<file path="config.mk">
export PLATFORM = sky130hd
export DESIGN_NAME = multicycle_ctrl
export DESIGN_NICKNAME = d
export VERILOG_FILES = /design/src/rtl/multicycle_ctrl.sv
export SDC_FILE = /design/constraint.sdc
export NUM_CORES = 1
export LEC_CHECK = 0
export ABC_AREA = 1
export BUFFER_PORTS_ARGS = -buffer_cell sky130_fd_sc_hd__clkbuf_2
export CAP_MARGIN = 25
export CORE_ASPECT_RATIO = 1.4
export CORE_MARGIN = 4
export CORE_UTILIZATION = 45
export DETAILED_ROUTE_END_ITERATION = 10
export GPL_ROUTABILITY_DRIVEN = 0
export GPL_TIMING_DRIVEN = 0
export HOLD_SLACK_MARGIN = 0.08
export PLACE_DENSITY = 0.79
export SYNTH_ARGS = -nofsm -noshare
export SYNTH_HDL_FRONTEND = slang
export SYNTH_SLANG_ARGS = --single-unit
</file>
<file path="constraint.sdc">
create_clock -name clk -period 1.8 [get_ports clk]
set_input_delay 0.18 -clock clk [delete_from_list [all_inputs] [get_ports clk]]
set_output_delay 0.18 -clock clk [all_outputs]
set_load 0.02 [all_outputs]
</file>
<file path="src/rtl/multicycle_ctrl.sv">
// Multi-cycle RV32I control FSM. Sequences the shared datapath (PC, IR,
// register file, single ALU, unified memory port) from the latched
// instruction, the ALU EQ flag and the memory ready handshake. Illegal
// encodings and memory stalls halt the machine with sticky error flags.
module multicycle_ctrl #(
  parameter int unsigned DATA_WIDTH     = 32,
  parameter int unsigned TIMEOUT_CYCLES = 255
) (
  input  logic                  clk,
  input  logic                  rst,
  input  logic [DATA_WIDTH-1:0] instr,
  input  logic                  eq,
  input  logic                  mem_ready,
  output logic                  pc_we,
  output logic                  ir_we,
  output logic                  reg_we,
  output logic                  mem_req,
  output logic                  mem_we,
  output logic                  addr_src,
  output logic [1:0]            alu_src_a,
  output logic [1:0]            alu_src_b,
  output logic [2:0]            alu_ctrl,
  output logic [1:0]            result_src,
  output logic [2:0]            imm_src,
  output logic [3:0]            state,
  output logic                  illegal,
  output logic                  timeout
);

  localparam int unsigned CNT_W = $clog2(TIMEOUT_CYCLES + 1);
  localparam logic [CNT_W-1:0] CNT_MAX = CNT_W'(TIMEOUT_CYCLES);

  localparam logic [6:0] OP_LOAD   = 7'b0000011;
  localparam logic [6:0] OP_STORE  = 7'b0100011;
  localparam logic [6:0] OP_RTYPE  = 7'b0110011;
  localparam logic [6:0] OP_ITYPE  = 7'b0010011;
  localparam logic [6:0] OP_BRANCH = 7'b1100011;
  localparam logic [6:0] OP_JAL    = 7'b1101111;
  localparam logic [6:0] OP_LUI    = 7'b0110111;

  localparam logic [2:0] ALU_ADD = 3'b000;
  localparam logic [2:0] ALU_SUB = 3'b001;
  localparam logic [2:0] ALU_AND = 3'b010;
  localparam logic [2:0] ALU_OR  = 3'b011;
  localparam logic [2:0] ALU_XOR = 3'b100;
  localparam logic [2:0] ALU_SLT = 3'b101;
  localparam logic [2:0] ALU_SLL = 3'b110;
  localparam logic [2:0] ALU_SRL = 3'b111;

  typedef enum logic [3:0] {
    S_FETCH    = 4'd0,
    S_DECODE   = 4'd1,
    S_MEMADR   = 4'd2,
    S_MEMREAD  = 4'd3,
    S_MEMWB    = 4'd4,
    S_MEMWRITE = 4'd5,
    S_EXECR    = 4'd6,
    S_EXECI    = 4'd7,
    S_ALUWB    = 4'd8,
    S_BRANCH   = 4'd9,
    S_JAL      = 4'd10,
    S_LUI      = 4'd11,
    S_HALT     = 4'd15
  } state_t;

  state_t           cur_state;
  state_t           nxt_state;
  logic [CNT_W-1:0] wait_cnt;

  logic [6:0] opcode;
  logic [2:0] funct3;
  logic       funct7_b5;
  logic       is_load, is_store, is_rtype, is_itype, is_branch, is_jal, is_lui;
  logic       dec_illegal;
  logic [2:0] dec_alu;
  logic       wait_state;
  logic       tmo_hit;

  // Fields outside opcode/funct3/funct7[5] belong to the datapath only.
  logic unused_instr_bits;
  assign unused_instr_bits = ^{instr[DATA_WIDTH-1:31], instr[29:15], instr[11:7]};

  assign opcode    = instr[6:0];
  assign funct3    = instr[14:12];
  assign funct7_b5 = instr[30];

  assign is_load   = (opcode == OP_LOAD);
  assign is_store  = (opcode == OP_STORE);
  assign is_rtype  = (opcode == OP_RTYPE);
  assign is_itype  = (opcode == OP_ITYPE);
  assign is_branch = (opcode == OP_BRANCH);
  assign is_jal    = (opcode == OP_JAL);
  assign is_lui    = (opcode == OP_LUI);

  // Unknown opcodes, SLTU/LD/SD style funct3 011, arithmetic right shifts
  // and branch kinds other than BEQ/BNE are all unsupported.
  assign dec_illegal =
      !(is_load || is_store || is_rtype || is_itype || is_branch || is_jal || is_lui)
    || ((is_load || is_store || is_rtype || is_itype) && (funct3 == 3'b011))
    || ((is_rtype || is_itype) && (funct3 == 3'b101) && funct7_b5)
    || (is_branch && (funct3[2:1] != 2'b00));

  assign wait_state = (cur_state == S_FETCH) || (cur_state == S_MEMREAD) ||
                      (cur_state == S_MEMWRITE);
  // A ready in the final allowed cycle still completes the transfer.
  assign tmo_hit    = wait_state && !mem_ready && (wait_cnt == CNT_MAX);

  assign state = cur_state;

  // Immediate format selected from the opcode in every state.
  always_comb begin
    imm_src = 3'b000;
    if (is_store)       imm_src = 3'b001;
    else if (is_branch) imm_src = 3'b010;
    else if (is_jal)    imm_src = 3'b011;
    else if (is_lui)    imm_src = 3'b100;
  end

  // ALU operation for EXECR/EXECI derived from funct3 (and funct7[5] for SUB).
  always_comb begin
    dec_alu = ALU_ADD;
    case (funct3)
      3'b000:  dec_alu = (is_rtype && funct7_b5) ? ALU_SUB : ALU_ADD;
      3'b111:  dec_alu = ALU_AND;
      3'b110:  dec_alu = ALU_OR;
      3'b100:  dec_alu = ALU_XOR;
      3'b010:  dec_alu = ALU_SLT;
      3'b001:  dec_alu = ALU_SLL;
      3'b101:  dec_alu = ALU_SRL;
      default: dec_alu = ALU_ADD;
    endcase
  end

  // Next-state selection; a memory stall timeout overrides everything.
  always_comb begin
    nxt_state = cur_state;
    case (cur_state)
      S_FETCH:    if (mem_ready) nxt_state = S_DECODE;
      S_DECODE: begin
        if (dec_illegal)                nxt_state = S_HALT;
        else if (is_load || is_store)   nxt_state = S_MEMADR;
        else if (is_rtype)              nxt_state = S_EXECR;
        else if (is_itype)              nxt_state = S_EXECI;
        else if (is_branch)             nxt_state = S_BRANCH;
        else if (is_jal)                nxt_state = S_JAL;
        else                            nxt_state = S_LUI;
      end
      S_MEMADR:   nxt_state = is_store ? S_MEMWRITE : S_MEMREAD;
      S_MEMREAD:  if (mem_ready) nxt_state = S_MEMWB;
      S_MEMWB:    nxt_state = S_FETCH;
      S_MEMWRITE: if (mem_ready) nxt_state = S_FETCH;
      S_EXECR:    nxt_state = S_ALUWB;
      S_EXECI:    nxt_state = S_ALUWB;
      S_ALUWB:    nxt_state = S_FETCH;
      S_BRANCH:   nxt_state = S_FETCH;
      S_JAL:      nxt_state = S_ALUWB;
      S_LUI:      nxt_state = S_ALUWB;
      S_HALT:     nxt_state = S_HALT;
      default:    nxt_state = S_HALT;
    endcase
    if (tmo_hit) nxt_state = S_HALT;
  end

  // State register, memory wait counter and sticky error flags.
  always_ff @(posedge clk or negedge rst) begin
    if (!rst) begin
      cur_state <= S_FETCH;
      wait_cnt  <= '0;
      illegal   <= 1'b0;
      timeout   <= 1'b0;
    end else begin
      cur_state <= nxt_state;
      if (wait_state && !mem_ready && (nxt_state == cur_state))
        wait_cnt <= wait_cnt + 1'b1;
      else
        wait_cnt <= '0;
      if ((cur_state == S_DECODE) && dec_illegal) illegal <= 1'b1;
      if (tmo_hit)                                timeout <= 1'b1;
    end
  end

  // Control outputs decode from the registered state so mem_ready and eq
  // act in the same cycle; enables are also gated by reset so an
  // in-flight request drops as soon as reset asserts.
  always_comb begin
    pc_we      = 1'b0;
    ir_we      = 1'b0;
    reg_we     = 1'b0;
    mem_req    = 1'b0;
    mem_we     = 1'b0;
    addr_src   = 1'b0;
    alu_src_a  = 2'b00;
    alu_src_b  = 2'b00;
    alu_ctrl   = ALU_ADD;
    result_src = 2'b00;
    case (cur_state)
      S_FETCH: begin
        mem_req    = 1'b1;
        alu_src_b  = 2'b10;
        result_src = 2'b10;
        pc_we      = mem_ready;
        ir_we      = mem_ready;
      end
      S_DECODE: begin
        alu_src_a = 2'b01;
        alu_src_b = 2'b01;
      end
      S_MEMADR: begin
        alu_src_a = 2'b10;
        alu_src_b = 2'b01;
      end
      S_MEMREAD: begin
        mem_req  = 1'b1;
        addr_src = 1'b1;
      end
      S_MEMWB: begin
        reg_we     = 1'b1;
        result_src = 2'b01;
      end
      S_MEMWRITE: begin
        mem_req  = 1'b1;
        mem_we   = 1'b1;
        addr_src = 1'b1;
      end
      S_EXECR: begin
        alu_src_a = 2'b10;
        alu_ctrl  = dec_alu;
      end
      S_EXECI: begin
        alu_src_a = 2'b10;
        alu_src_b = 2'b01;
        alu_ctrl  = dec_alu;
      end
      S_ALUWB: reg_we = 1'b1;
      S_BRANCH: begin
        alu_src_a = 2'b10;
        alu_ctrl  = ALU_SUB;
        pc_we     = funct3[0] ? ~eq : eq;
      end
      S_JAL: begin
        pc_we     = 1'b1;
        alu_src_a = 2'b01;
        alu_src_b = 2'b10;
      end
      S_LUI: begin
        alu_src_a = 2'b11;
        alu_src_b = 2'b01;
      end
      default: ;
    endcase
    if (!rst) begin
      pc_we   = 1'b0;
      ir_we   = 1'b0;
      reg_we  = 1'b0;
      mem_req = 1'b0;
      mem_we  = 1'b0;
    end
  end

endmodule

</file>
==> out/qor.csv, run 1 <==
stage;metric;value;unit
run_status;status;finished with violations;
run_status;violations;negative setup slack;
clock_network;path_clk_slew;80;ps
cells_and_area;nNetsFinal;261;
timing;fmax;549.2;MHz
logic_synthesis;yosysWarnings;0;
global_routing;grt.overflow.total;0;
route;wl_per_cell;11.67;um
clock_network;cts.htree.levels;1;
timing;rsz0062_at_grt;yes;
timing;setup_viol;1;
min_path;whs_path_depth;4;
timing;fin_setup_tns;-20.93;ps
timing;period_needed;1821;ps
min_path;min_path_type;input pin to register;
global_routing;grt_use_total;17.48;%
logic_synthesis;syn_area;1194;um2
power_and_ir_drop;p_leak;0.8680;nW
logic_synthesis;ys_top_cells_by_area;dfrtp_1 29%, inv_1 8.8%, nor2_1 8.8%, nand2_1 6.9%, nand3_1 5.9%;
logic_synthesis;synthesis.instances;170;
placement;pre_cts_slack;106.4;ps
timing;relSlewSlack;58.20;%
critical_path;slowest_delay;460;ps
timing;finalMaxSlewViolations;0;
logic_synthesis;ys_seq_area_share;29.35;%
power_and_ir_drop;peakVddDrop;0.0005906;V
critical_path;rr_worst_depth;11;
route;drtAntennaViolNets;0;
logic_synthesis;synth-seq-cells;14;
global_routing;antenna_found_initial;0;
critical_path;start_kind;register;
timing;tightest_slew;624.9;ps
route;firstDrtPassIters;4;
clock_network;clockBufferDepth;2;
logic_synthesis;synth_area_per_cell;7.021;um2
critical_path;crit_path_end_kind;primary output;
timing;hold_viol;0;
timing;worst_slack;-20.93;ps
floorplan;die_h;68.94;um
timing;period_share;101.2;%
timing;finalClockSkew;3.660;ps
critical_path;worst_ep_arrival_time;1640;ps
timing;whs;228.6;ps
critical_path;critPathMostFrequentCell;nor2_1;
critical_path;cp_cell_sequence;inv_2 > nor2_4 > inv_2 > nor2_1 > inv_1 > o22ai_1 > nor2_1 > nor2_1 > buf_4;
placement;dpl.hpwl;2208;um
global_routing;grt_max_degree;15;
clock_network;worstSkewPairLatency;290;ps
power_and_ir_drop;power;2.152;mW
route;post_drt_via_cell_ratio;4.938;
clock_network;cts.sinks;14;
floorplan;start_util;48.33;%
critical_path;path_class;register to primary output;
critical_path;worstPathRequired;1620;ps
route;vias;1269;
critical_path;critical_path.slowest_cell;dfrtp_2;
route;drcViolationCount;0;
route;drt-total-wl;2998;um
cells_and_area;final_cell_area;1597;um2
cells_and_area;antenna_cells;0;
logic_synthesis;ys_types;31;
floorplan;rows;21;
floorplan;die-area;3552;um2
clock_network;ctsRootBufferMaster;clkbuf_4;
placement;placed_area;1426;um2
cells_and_area;area_growth;33.75;%
clock_network;cts_tree;yes;
logic_synthesis;yosys.area.top_type;dfrtp_1;
logic_synthesis;synthesis.nets;207;
logic_synthesis;post-synth-top-area-fraction;29.35;%
clock_network;cts_inserted_buffers;3;
floorplan;die_w;51.53;um
floorplan;core-area;2470;um2
global_routing;grt_pass1_vias;1167;
floorplan;io_pins;60;
critical_path;worst-path-max-fanout;5;
route;drtIter0Drc;22;
power_and_ir_drop;power.density;1348;nW/um2
critical_path;rrSetupSlack;90;ps
run;drv_cap;0;
cells_and_area;drive_gt1_share;43.05;%
global_routing;grt_pass1_wl;4719;um
placement;io_buffers;38;
-- cell type report --
cell class	instances	area, um2
Clock buffer	4	36.28
Fill cell	253	873.3
Inverter	32	120.1
Timing Repair Buffer	49	287.8
Tap cell	34	42.54
Sequential cell	14	354.1
Multi-Input combinational cell	124	755.7
-- sequential cells by signal, indices dropped and copies added (netlist names) --
register  count
illegal       1
state         4
wait_cnt      8
timeout       1
-- synth_stat cells --
cell type	instances
a211oi_1	1
a21oi_1	2
a31oi_1	2
dfrtp_1	14
ha_1	1
inv_1	28
inv_2	4
nand2_1	22
nand2_2	10
nand2_4	2
nand3_1	14
nand3_2	1
nand3_4	1
nand3b_1	3
nand4_1	2
nor2_1	28
nor2_2	5
nor2_4	3
nor2_8	1
nor3_1	3
nor3_2	1
nor3b_1	1
o211ai_1	1
o21ai_0	7
o21ai_2	1
o21bai_4	1
o22ai_1	1
o31ai_1	1
or2_2	2
xnor2_1	2
xor2_1	5
-- per-layer routing --
metal | global-route usage [%] | part of all wire (%) | up-vias
met2 | 32.17 | 53 | 43
met1 | 18.77 | 39 | 572
met3 | 2.581 | 5.4 | 7
met4 | 10.16 | 2.4 | 0
li1 | - | - | 647
met5 | 0 | 0 | -
-- logic make-up (layout without fill, tap and decap cells) --
| logic type | after synthesis | in the layout | synth area share, % |
|---|---|---|---|
| AND/OR/NAND/NOR | 99 | 99 | 44.86 |
| adder cells (fa/ha/maj) | 1 | 1 | 1.048 |
| flip-flops | 14 | 14 | 29.35 |
| AO/OA/AOI/OAI | 17 | 17 | 9.540 |
| buffers and inverters | 32 | 85 | 10.06 |
| XOR/XNOR | 7 | 7 | 5.136 |
-- per-stage QoR --
stage	cells	util [%]
after floorplan	170	-
after global placement	242	57.75
after detailed placement	242	57.75
after CTS	248	60.49
after global routing	257	64.64
final	257	64.64
-- worst paths after layout --
check	startpoint	to
min in group asynchronous	rst	wait_cnt[2]$_DFF_PN0_
max in group asynchronous	rst	state[3]$_DFF_PN0_
max reg2reg	state[3]$_DFF_PN0_	wait_cnt[6]$_DFF_PN0_
min reg2reg	illegal$_DFFE_PN0P_	illegal$_DFFE_PN0P_
max	state[3]$_DFF_PN0_	pc_we
min	instr[5]	state[0]$_DFF_PN0_
-- layout by cell type (no fill, tap or decap), drive strengths merged --
| cell | instances |
|---|---|
| nor2 | 37 |
| clkbuf | 35 |
| nand2 | 34 |
| inv | 32 |
| buf | 17 |
| nand3 | 16 |
| dfrtp | 14 |
| o21ai | 8 |
| xor2 | 5 |
| nor3 | 4 |
| nand3b | 3 |
| nand4 | 2 |
| xnor2 | 2 |
| a21oi | 2 |
| or2 | 2 |
| a31oi | 2 |
| o21bai | 1 |
| o31ai | 1 |
| nor3b | 1 |
| o211ai | 1 |
| a211oi | 1 |
| o22ai | 1 |
| ha | 1 |
| dlygate4sd3 | 1 |
-- critical path, delay by kind of cell (launching register included) --
kind / cells / cell delay, ps
AOI/OAI and AO/OA: 1 / 130
DFF: 1 / 460
buffers and inverters: 4 / 360
and+or+nand+nor: 4 / 390
-- repair_timing --
| item | in CTS | in global routing |
|---|---|---|
| resized for setup | 7 | 21 |
| hold buffers | 1 | 0 |
| pin swaps | 0 | 5 |
| hold endpoints to repair | 14 | 0 |
| endpoints found under the setup margin | 4 | 15 |
| buffers inserted | 1 | 9 |
| gates cloned | 0 | 0 |
-- where the power goes --
| part | internal (mW) | total, mW | leakage (nW) | switching (mW) |
|---|---|---|---|---|
| Clock | 0.123 | 0.233 | 0.0210 | 0.110 |
| Combinational | 0.556 | 1.46 | 0.667 | 0.900 |
| Sequential | 0.375 | 0.464 | 0.180 | 0.0881 |
(Power assumes the default switching activity.)
==> inputs of run 2 (changes only) <==
ABC_AREA = unset   (was 1)
CORE_UTILIZATION = 46   (was 45)
PLACE_DENSITY = 0.8   (was 0.79)
SLEW_MARGIN = 20   (was unset)
==> out/qor.csv, run 2 <==
stage;metric;value;unit
critical_path;r2r-start;state[2]$_DFF_PN0_;
logic_synthesis;synthFlopType;dfrtp_1;
logic_synthesis;ys_top_cells_by_area;dfrtp_1 28%, nor2_1 6.4%, xor2_1 4.3%, a21oi_1 4.1%, nand2_1 3.0%;
power_and_ir_drop;combPwrFrac;72.9;%
logic_synthesis;post-synth-top-area-fraction;28.46;%
power_and_ir_drop;power.density;1474;nW/um2
floorplan;die_h;69.21;um
power_and_ir_drop;swShare;46.92;%
run_status;status;finished with violations;
logic_synthesis;synthesis.nets;194;
critical_path;start_kind;register;
floorplan;start_util;49.85;%
logic_synthesis;synthTopCellsByCount;21 x nor2_1, 14 x dfrtp_1, 10 x a21oi_1, 10 x nand2_1, 8 x clkbuf_1;
cells_and_area;antenna_cells;0;
cells_and_area;top_register;wait_cnt;
logic_synthesis;synth-seq-cells;14;
global_routing;grt_use_total;18.71;%
critical_path;startpoint;state[0]$_DFF_PN0_;
min_path;holdCritStartpoint;instr[13];
logic_synthesis;ys_seq_area_share;28.46;%
route;drtIter0Drc;41;
logic_synthesis;ys_types;49;
cells_and_area;nNetsFinal;250;
timing;rsz0062_at_grt;yes;
timing;whs;339.9;ps
critical_path;worst-path-max-fanout;7;
global_routing;grt.overflow.total;0;
global_routing;antenna_found_initial;0;
cells_and_area;largest_reg_flops;8;
power_and_ir_drop;p_leak;0.8026;nW
power_and_ir_drop;clkPwrFrac;8.7;%
logic_synthesis;synthArstFlopShare;100.0;%
timing;hold_viol;0;
route;vias;1407;
logic_synthesis;yosysMostFrequentCell;nor2_1;
critical_path;worstPathRequired;1620;ps
cells_and_area;final_util;70.97;%
logic_synthesis;syn_area;1231;um2
timing;finalClockSkew;7.945;ps
run_status;violations;negative setup slack;
global_routing;grt_pass1_wl;5402;um
floorplan;io_pins;60;
clock_network;ctsRootBufferMaster;clkbuf_4;
route;post_drt_via_cell_ratio;5.720;
timing;fmax;544.1;MHz
timing;finalMaxSlewViolations;0;
timing;setup_viol;3;
route;firstDrtPassIters;4;
critical_path;crit_path_end_kind;primary output;
cells_and_area;drive_gt1_share;41.04;%
placement;pre_cts_slack;-93.37;ps
floorplan;rows;21;
timing;period_needed;1838;ps
floorplan;die_w;51.73;um
route;drt-total-wl;3743;um
placement;dpl.hpwl;2447;um
clock_network;cts_tree;yes;
route;drcViolationCount;0;
clock_network;cts.sinks;14;
cells_and_area;final_common_cell;clkbuf_2;
timing;relSlewSlack;70.91;%
logic_synthesis;synthesis.instances;157;
critical_path;worst_ep_arrival_time;1660;ps
min_path;min_path_type;input pin to register;
route;wl_per_cell;15.22;um
power_and_ir_drop;peakVddDrop;0.001146;V
global_routing;grt_max_degree;20;
power_and_ir_drop;seqPwrFrac;18.3;%
clock_network;worstSkewPairLatency;290;ps
timing;worst_slack;-37.80;ps
timing;period_share;102.1;%
route;drtAntennaViolNets;0;
logic_synthesis;yosys.area.top_type;dfrtp_1;
logic_synthesis;synth_area_per_cell;7.842;um2
floorplan;core-area;2470;um2
placement;io_buffers;35;
critical_path;path_class;register to primary output;
clock_network;cts.htree.levels;1;
cells_and_area;final_cell_mix;28 x clkbuf_2, 20 x nor2_1, 18 x buf_4;
floorplan;die-area;3580;um2
power_and_ir_drop;p_int;1.371;mW
clock_network;path_clk_slew;90;ps
cells_and_area;area_growth;42.38;%
power_and_ir_drop;p_sw;1.212;mW
timing;tightest_slew;436.3;ps
run;drv_cap;0;
logic_synthesis;yosysWarnings;0;
clock_network;clockBufferDepth;2;
clock_network;cts_inserted_buffers;3;
logic_synthesis;synth_edf_count;0;
global_routing;grt_pass1_vias;1242;
==> run 2: cell types whose count changed after synthesis, moves of 6 or more <==
| cell | delta |
|---|---|
| inv_1 | -22 |
| nand2_1 | -12 |
| nand2_2 | -10 |
| a21oi_1 | +8 |
| clkbuf_1 | +8 |
| nand3_1 | -8 |
| nor2_1 | -7 |
| nand2b_1 | +6 |
==> run 2: what timing repair did <==
item                                    CTS  global route
endpoints found under the setup margin   14            10
pin swaps                                 3             6
endpoints found under the hold margin    14             0
buffers inserted                          6            11
hold buffers                              1             0
resized for setup                        21            32
==> run 2: final timing paths <==
check	cells past startpoint	slack, ps	end
worst max register to register	3	40	state[2]$_DFF_PN0_
max in group asynchronous	2	1110	state[2]$_DFF_PN0_
min in group asynchronous	2	350	wait_cnt[5]$_DFF_PN0_
worst min register to register	1	470	timeout$_DFFE_PN0P_
worst max-delay path	6	-40	addr_src
worst min-delay path	4	340	illegal$_DFFE_PN0P_
==> run 2: layout make-up <==
cell class | instances | area [um2]
Timing Repair Buffer | 53 | 355.3
Multi-Input combinational cell | 127 | 879.6
Fill cell | 186 | 716.9
Tap cell | 34 | 42.54
Sequential cell | 14 | 354.1
Inverter | 6 | 28.78
Clock buffer | 4 | 36.28
Buffer | 8 | 56.30
==> run 2: power groups by stage <==
stage | logic, mW | registers, mW | clock network (mW)
6_report | 1.88 | 0.473 | 0.226
2_1_floorplan | 0.914 | 0.487 | 0
5_1_grt | 2.00 | 0.485 | 0.244
3_3_place_gp | 1.29 | 0.445 | 0
3_5_place_dp | 1.32 | 0.448 | 0
4_1_cts | 1.52 | 0.472 | 0.229
==> run 2: stage by stage <==
step	instances	cell area, um2	setup TNS [ps]	total power, mW
after detailed placement	226	1461	-119.6	1.766
after floorplan	157	1244	0	1.402
after CTS	236	1600	-53.02	2.217
final	246	1753	-64.79	2.583
after global placement	226	1461	-92.00	1.739
after global routing	246	1753	-379.5	2.729
==> run 2: per-layer routing <==
layer | routed length, um | vias to the layer above | GRT usage [%]
li1 | - | 683 | -
met1 | 1469 | 669 | 21.63
met5 | 0 | - | 0
met2 | 2062 | 50 | 34.42
met4 | 38 | 0 | 6.414
met3 | 171 | 5 | 1.720
==> run 2: cell families after synthesis <==
group	synth area share [%]
and+or+nand+nor	37.09
AOI/OAI and AO/OA	17.79
buffers and inverters	5.081
DFF	28.46
xor gates and xnor gates	7.113
muxes	3.455
adders and majority gates	1.016
==> run 2: critical path: stages, from the launching register on <==
cell and delay, ps:
dfrtp_1 380, buf_6 140, clkbuf_8 150, clkinvlp_4 90, buf_4 140, nor3_1 230
clkbuf_2 230
